$ cat src/rtl/thermo_conv_arbiter.sv
// ---------------------------------------------------------------------------
// thermo_conv_arbiter
//
// Shares one thermometer-to-binary converter among NUM_REQ requesters.
// A round-robin arbiter picks one valid requester per load opportunity. The
// popcount of its code is registered into a single output slot that is
// drained with a valid/ready handshake. Results can pass through every cycle.
//
// Ports:
//   clk        rising-edge clock
//   rst        asynchronous, active-high reset
//   req_valid  [NUM_REQ]            per-requester code valid
//   req_thermo [NUM_REQ*THERMO_W]   codes, requester i at [i*THERMO_W +: THERMO_W]
//   req_ready  [NUM_REQ]            one-hot grant (combinational)
//   out_valid                       result valid
//   out_bin    [BIN_W]              popcount of the accepted code
//   out_id     [ID_W]               index of the requester that produced out_bin
//   out_err                         (THERMO_BUBBLE_CHK_EN only) code was not 2^k-1
//   out_ready                       downstream accept
//
// Optional feature macro: THERMO_BUBBLE_CHK_EN
//   Adds the out_err port and the bubble check registered with out_bin.
// ---------------------------------------------------------------------------
module thermo_conv_arbiter #(
    parameter int NUM_REQ  = 4,
    parameter int THERMO_W = 15,
    parameter int BIN_W    = 4,
    parameter int ID_W     = 2
) (
    input  logic                         clk,
    input  logic                         rst,
    input  logic [NUM_REQ-1:0]           req_valid,
    input  logic [NUM_REQ*THERMO_W-1:0]  req_thermo,
    output logic [NUM_REQ-1:0]           req_ready,
    output logic                         out_valid,
    output logic [BIN_W-1:0]             out_bin,
    output logic [ID_W-1:0]              out_id,
`ifdef THERMO_BUBBLE_CHK_EN
    output logic                         out_err,
`endif
    input  logic                         out_ready
);

    typedef enum logic {IDLE = 1'b0, FULL = 1'b1} state_t;

    state_t            state_reg, state_next;
    logic [ID_W-1:0]   rr_ptr_reg, rr_ptr_next;
    logic [BIN_W-1:0]  out_bin_reg;
    logic [ID_W-1:0]   out_id_reg;

    logic                 load;
    logic                 grant_found;
    logic [ID_W-1:0]      grant_id;
    logic [THERMO_W-1:0]  sel_code;
    logic [BIN_W-1:0]     sel_count;
    logic [THERMO_W-1:0]  code_arr [NUM_REQ];

    // Unpack the flat code bus into one entry per requester.
    generate
        for (genvar gi = 0; gi < NUM_REQ; gi++) begin : g_unpack
            assign code_arr[gi] = req_thermo[gi*THERMO_W +: THERMO_W];
        end
    endgenerate

    // Round-robin search: rotate the valid vector so that rr_ptr lands on
    // bit 0, take the first set bit, then map it back to a real index.
    logic [2*NUM_REQ-1:0] valid_dbl;
    logic [NUM_REQ-1:0]   valid_rot;
    logic [ID_W:0]        idx_sum;

    always_comb begin
        valid_dbl   = {req_valid, req_valid} >> rr_ptr_reg;
        valid_rot   = valid_dbl[NUM_REQ-1:0];
        grant_found = 1'b0;
        grant_id    = '0;
        idx_sum     = '0;
        for (int j = NUM_REQ - 1; j >= 0; j--) begin
            if (valid_rot[j]) begin
                idx_sum = {1'b0, rr_ptr_reg} + (ID_W+1)'(j);
                if (idx_sum >= (ID_W+1)'(NUM_REQ)) begin
                    idx_sum = idx_sum - (ID_W+1)'(NUM_REQ);
                end
                grant_found = 1'b1;
                grant_id    = idx_sum[ID_W-1:0];
            end
        end
    end

    // Convert the granted code: popcount, which equals k for legal 2^k-1.
    always_comb begin
        sel_code  = code_arr[grant_id];
        sel_count = '0;
        for (int b = 0; b < THERMO_W; b++) begin
            sel_count = sel_count + {{(BIN_W-1){1'b0}}, sel_code[b]};
        end
    end

    // State and datapath registers.
    always_ff @(posedge clk or posedge rst) begin
        if (rst) begin
            state_reg   <= IDLE;
            rr_ptr_reg  <= '0;
            out_bin_reg <= '0;
            out_id_reg  <= '0;
        end else begin
            state_reg  <= state_next;
            rr_ptr_reg <= rr_ptr_next;
            if (load && grant_found) begin
                out_bin_reg <= sel_count;
                out_id_reg  <= grant_id;
            end
        end
    end

    // Next-state logic. With load=0 (FULL and stalled) everything holds.
    always_comb begin
        state_next  = state_reg;
        rr_ptr_next = rr_ptr_reg;
        if (load) begin
            if (grant_found) begin
                state_next  = FULL;
                rr_ptr_next = (grant_id == ID_W'(NUM_REQ - 1)) ? '0 : grant_id + 1'b1;
            end else begin
                state_next  = IDLE;
            end
        end
    end

    // Output logic. out_valid mirrors FULL, so load is IDLE or a drain.
    always_comb begin
        out_valid = (state_reg == FULL);
        load      = (state_reg == IDLE) || (out_ready && out_valid);
    end

    // Grant is gated by rst so nothing is consumed while held in reset.
    generate
        for (genvar gi = 0; gi < NUM_REQ; gi++) begin : g_ready
            assign req_ready[gi] = !rst && load && grant_found && (grant_id == ID_W'(gi));
        end
    endgenerate

    assign out_bin = out_bin_reg;
    assign out_id  = out_id_reg;

`ifdef THERMO_BUBBLE_CHK_EN
    logic out_err_reg;
    logic sel_bubble;

    // A legal thermometer code has no zero below its highest one.
    assign sel_bubble = (sel_code & (sel_code + THERMO_W'(1))) != '0;

    always_ff @(posedge clk or posedge rst) begin
        if (rst) begin
            out_err_reg <= 1'b0;
        end else if (load && grant_found) begin
            out_err_reg <= sel_bubble;
        end
    end

    assign out_err = out_err_reg;
`endif

endmodule
$ cat config.mk
export PLATFORM = sky130hd
export DESIGN_NAME = thermo_conv_arbiter
export DESIGN_NICKNAME = d
export VERILOG_FILES = /design/src/rtl/thermo_conv_arbiter.sv
export SDC_FILE = /design/constraint.sdc
export NUM_CORES = 1
export LEC_CHECK = 0
export ABC_AREA = 1
export CAP_MARGIN = 15
export CORE_ASPECT_RATIO = 0.9
export CORE_MARGIN = 8
export CORE_UTILIZATION = 47
export DETAILED_ROUTE_END_ITERATION = 7
export PLACE_DENSITY = 0.88
export SYNTH_ARGS = -nofsm -noshare
export SYNTH_HDL_FRONTEND = slang
export SYNTH_SLANG_ARGS = --single-unit
$ cat constraint.sdc
create_clock -name clk -period 9.3 [get_ports clk]
set_input_delay 0.93 -clock clk [delete_from_list [all_inputs] [get_ports clk]]
set_output_delay 0.93 -clock clk [all_outputs]
set_load 0.03 [all_outputs]
Word-level counts from Yosys, hierarchy flattened
Cells that the tools add are included.
{"block": "op_classes", "shift": 1, "n_eq_ne": 3, "n_mux": 17, "reduce_logical": 12, "bitwise_logic": 2, "n_addsub": 22, "order_cmp": 5}
{"op": "adder 4 x 1 -> 4 bit", "n": 11}
{"op": "binary-select mux 15 bit (select 2 bit)", "n": 1}
{"op": "two-way mux 15 bit", "n": 2}
{"op": "two-way mux 2 bit", "n": 9}
{"op": ">= comparator 3 bit, second input constant", "n": 4}
{"op": "logical AND 1 bit", "n": 8}
{"op": ">> shifter 8 x 2 -> 4 bit", "n": 1}
{"op": "subtractor 2 x 1 -> 2 bit, second input constant", "n": 4}
{"op": "adder 2 x 2 -> 3 bit, second input constant", "n": 2}
{"op": "two-way mux 1 bit", "n": 5}
{"op": "adder 3 x 1 -> 4 bit", "n": 1}
{"op": "== test 2 bit, second input constant", "n": 2}
{"op": "adder 2 x 1 -> 3 bit", "n": 1}
{"op": "adder 2 x 1 -> 3 bit, second input constant", "n": 1}
{"op": ">= comparator 2 x 3 -> 1 bit, second input constant", "n": 1}
{"op": "NOT 2 -> 3 bit", "n": 1}
{"op": "adder 1 x 1 -> 2 bit", "n": 1}
{"op": "adder 2 x 1 -> 2 bit, second input constant", "n": 1}
{"op": "== test 2 x 1 -> 1 bit, second input constant", "n": 1}
{"op": "logical NOT 2 bit", "n": 1}
{"op": "AND reduction 2 bit", "n": 1}
{"op": "logical NOT 1 bit", "n": 1}
{"op": "logical OR 1 bit", "n": 1}
{"op": "NOT 1 bit", "n": 1}
{"block": "word_totals", "out_inout_bits": 11, "ff_bits": 9, "in_bits": 67, "elab_cells": 66}

Logic depth before layout (Yosys ltp)
{"block": "depth", "ltp_word": 25, "mapped_depth": 23, "depth_no_buf": 21}

Worst setup path after synthesis
No wires, ideal clock.
{"block": "synth_timing", "path_kind": "input to register", "from": "input req_valid[1]", "to": "register out_bin_reg[1], in the netlist out_bin[1]", "setup_ns": 0.083, "n_path_buf": 1, "path_slack_ns": 4.218, "required_time_ns": 9.217, "t_arrival_ns": 5.000, "stages": 20, "path_cell_list": "inv_1 nand2_1 nand3_2 nand2_2 o21ai_2 nand2_2 nand2_2 buf_2 nand2_1 nand3_1 nand2_1 fa_1 inv_1 fa_1 fa_1 fa_1 fa_1 inv_1 fa_1 o21ai_0"}
{"block": "synth_via", "elab_chain_len": 23, "elab_cells_between_ends": 28, "classes_between": "14 x add/sub; 1 x shift; 11 x mux; 1 x bitwise; 1 x reduce/logical"}
{"element": "start: declaration", "line": "32", "source": "input logic [NUM_REQ-1:0] req_valid,"}
{"element": ">> shifter 8 x 2 -> 4 bit *", "line": "72", "source": "valid_dbl = {req_valid, req_valid} >> rr_ptr_reg;"}
{"element": "two-way mux 2 bit (4 in a row)", "line": "78", "source": "if (valid_rot[j]) begin"}
{"element": "NOT 2 -> 3 bit (implied by the code)", "line": "91", "source": "sel_code = code_arr[grant_id];"}
{"element": "binary-select mux 15 bit (select 2 bit)", "line": "91"}
{"element": "two-way mux 15 bit (implied by the code) (2 in a row)", "line": "91"}
{"element": "adder 1 x 1 -> 2 bit", "line": "94", "source": "sel_count = sel_count + {{(BIN_W-1){1'b0}}, sel_code[b]};"}
{"element": "adder 2 x 1 -> 3 bit", "line": "94"}
{"element": "adder 3 x 1 -> 4 bit", "line": "94"}
{"element": "adder 4 x 1 -> 4 bit (11 in a row)", "line": "94"}
{"element": "end signal: assignment", "line": "109", "source": "out_bin_reg <= sel_count;"}
{"element": "end: declaration", "line": "48", "source": "logic [BIN_W-1:0] out_bin_reg;"}
Mark *: on every way between the ends. The rest lies on a longest branch, timed or not. The select of a mux whose other input is x is not followed.
A chain may end at the register's enable or synchronous reset.

Final worst setup path
{"block": "layout_timing", "from": "input req_valid[3]", "to": "register out_bin_reg[1], in the netlist out_bin[1]"}
The elaborated chain is that of the path after synthesis.

==> impl_metrics.env <==
export IMPL_outcome="finished, final reports clean"
export IMPL_grt_busiest_layer="met2"
export IMPL_fill_cells=346
export IMPL_grt_antenna_before_repair=0
export IMPL_dieArea_mm2=0.00604
export IMPL_dpl_hpwl_um=4090
export IMPL_rsz0062_at_grt="false"
export IMPL_cts_sinks=9
export IMPL_regArea_um2=225
export IMPL_worstMarginPinSlew_ps=1080
export IMPL_die_w_um=81.0
export IMPL_via_count=1906
export IMPL_min_period_ps=6540
export IMPL_synth_nets=367
export IMPL_rows=21
export IMPL_fp_dieH_um=74.5
export IMPL_cp_arrival_ps=6680
export IMPL_syn_cell_area_mm2=0.00179
export IMPL_numCtsBuffers=3
export IMPL_crit_path_cell_trace="clkdlybuf4s50_1, inv_1, nand2_1, nand3_1, nand2_2, inv_2, nand2_2, nand3_2, nand2_2, nand2_1, nand3_1, nand2_1, fa_1, inv_1, fa_1, fa_1, fa_1, fa_1, inv_1, fa_1, o21ai_0"
export IMPL_cts_tree="built"
export IMPL_diodes=0
export IMPL_globalRouteMet1Util_pct=18.5
export IMPL_fin_util_pct=68.7
export IMPL_max_freq_mhz=153
export IMPL_drtIter0Drc=105
export IMPL_cts_htree_levels=1
export IMPL_grt_overflow=0
export IMPL_yosysUniqueCellTypes=25
export IMPL_cts_resized=0
export IMPL_ys_ff_latch=9
export IMPL_yosysSeqAreaShare_pct=12.6
export IMPL_report_final_slew_viol_count=0
export IMPL_yosys_warnings=0
export IMPL_grt_pass1_vias=1834
export IMPL_tns_ps=0
export IMPL_area_delta_synth_final_pct=41.4
export IMPL_met3_usage_pct=2.05
export IMPL_synth_area_leaders="nand3_1, inv_1, nand2_1, dfrtp_1, fa_1"
export IMPL_fin_cells=398
export IMPL_path_clk_slew_ps=50
export IMPL_worst_setup_path_type="primary input to flop"
export IMPL_setup_viol=0
export IMPL_cpMostUsedCell="fa_1"
export IMPL_pre_cts_ws_ps=2540
export IMPL_core_area_mm2=0.00368
export IMPL_clock_skew_final_ps=0.914
export IMPL_maxCapViolCount=0
export IMPL_max_slew_margin_pct=27.3
export IMPL_setup_ws_ps=2760
export IMPL_hold_path_class="flop to flop"
export IMPL_path_max_fanout=32
export IMPL_syn_area_per_cell_um2=6.30
export IMPL_hold_viol=0
export IMPL_start_util_pct=48.6
export IMPL_grt_pass1_wl_um=7800
export IMPL_grt_use_total_pct=15.9
export IMPL_ant_nets=0
export IMPL_slowest_stage="nand2_2"
export IMPL_post_cts_buffers=0
export IMPL_final_common_cell="clkdlybuf4s50_1"
export IMPL_cp_end_kind="flop"
export IMPL_drt_wl_total_um=4960
export IMPL_yosysTopAreaCell="nand3_1"
export IMPL_io_buffers=77
export IMPL_use_met2_pct=28.7
export IMPL_wl_per_cell_um=12.5
export IMPL_clock_path_buffers=2
export IMPL_multi_input_area_mm2=0.00113
export IMPL_drt_pass1_iterations=4
export IMPL_final_cell_mix="clkdlybuf4s50_1, inv_1, nand2_1"
export IMPL_min_period_over_period_pct=70.3
export IMPL_largest_register_ffs=4
export IMPL_cp_required_ps=9440
export IMPL_hold_buffers=0
export IMPL_drc=0
export IMPL_gp_routability_congestion=0.817
export IMPL_grt_start_max_net_pins=33
export IMPL_io_pins=78
export IMPL_start_kind="primary input"
export IMPL_yosysTopAreaCellShare_pct=15.7
export IMPL_clock_latency_ps=230
export IMPL_cts_root_buffer="clkbuf_8"
export IMPL_vias_per_cell=4.79
export IMPL_nets=436
export IMPL_drive_above_1_share_pct=8.52
export IMPL_syn_inst=284
export IMPL_cpPeakStageDelay_ps=700
export IMPL_dp_cells=394
[cell usage after synthesis]
master,count
inv_1,73
nand2_1,68
nand3_1,56
nand3_2,12
fa_1,10
dfrtp_1,9
nor2_1,9
buf_6,7
ha_1,6
nand2_2,6
o21ai_0,6
inv_2,3
buf_2,2
buf_4,2
buf_8,2
nand2_4,2
nand4_1,2
o21ai_2,2
a21oi_1,1
a31oi_1,1
inv_8,1
nand3_4,1
nor3_1,1
o21ai_1,1
xor2_1,1
[routing by layer]
metal	part of all wire (%)	up-vias	wire length, um
li1	-	994	-
met1	42	845	2100
met2	50	59	2490
met3	5.7	8	285
met4	1.7	0	86
met5	0	-	0
[worst max-delay path, delay by kind of cell]
family,cells,cell delay (ps)
buffers and inverters,5,790
adder cells (fa/ha/maj),6,2930
AND/OR/NAND/NOR,9,1830
AO/OA/AOI/OAI,1,170
[logic make-up (layout without fill, tap and decap cells)]
logic type	Yosys count	count (layout)	share of synthesized area, %
flops	9	9	12.6
xor+xnor	1	1	0.490
compound gates	11	11	3.57
simple gates	157	157	43.9
buf+inv	90	158	24.1
fa+ha+maj	16	16	15.4
[cell type report]
class | instances | area share [%]
Multi-Input combinational cell | 185 | 44.8
Timing Repair Buffer | 77 | 30.5
Inverter | 77 | 11.7
Sequential cell | 9 | 8.91
Tap cell | 46 | 2.28
Clock buffer | 4 | 1.78
[worst paths after layout]
check | from | end | slack, ps | depth (start not counted)
setup / recovery | req_valid[3] | out_bin[1] | 2760 | 21
hold / removal | out_bin[0] | out_bin[0] | 490 | 2
setup reg to reg | rr_ptr_reg[0] | out_bin[1] | 3390 | 20
hold reg to reg | out_bin[0] | out_bin[0] | 490 | 2
max in group asynchronous | rst | out_id[0] | 8060 | 2
min in group asynchronous | rst | out_valid | 980 | 2
[per-stage QoR]
stage               area (um2)  hold WS, ps
global placement          2480          465
detailed placement        2480          473
floorplan                 1790          652
global route              2530          516
finish                    2530          494
CTS                       2530          486
Power is not shown: default switching activity piles up to over one toggle a cycle in this logic, so the estimate is an artifact.
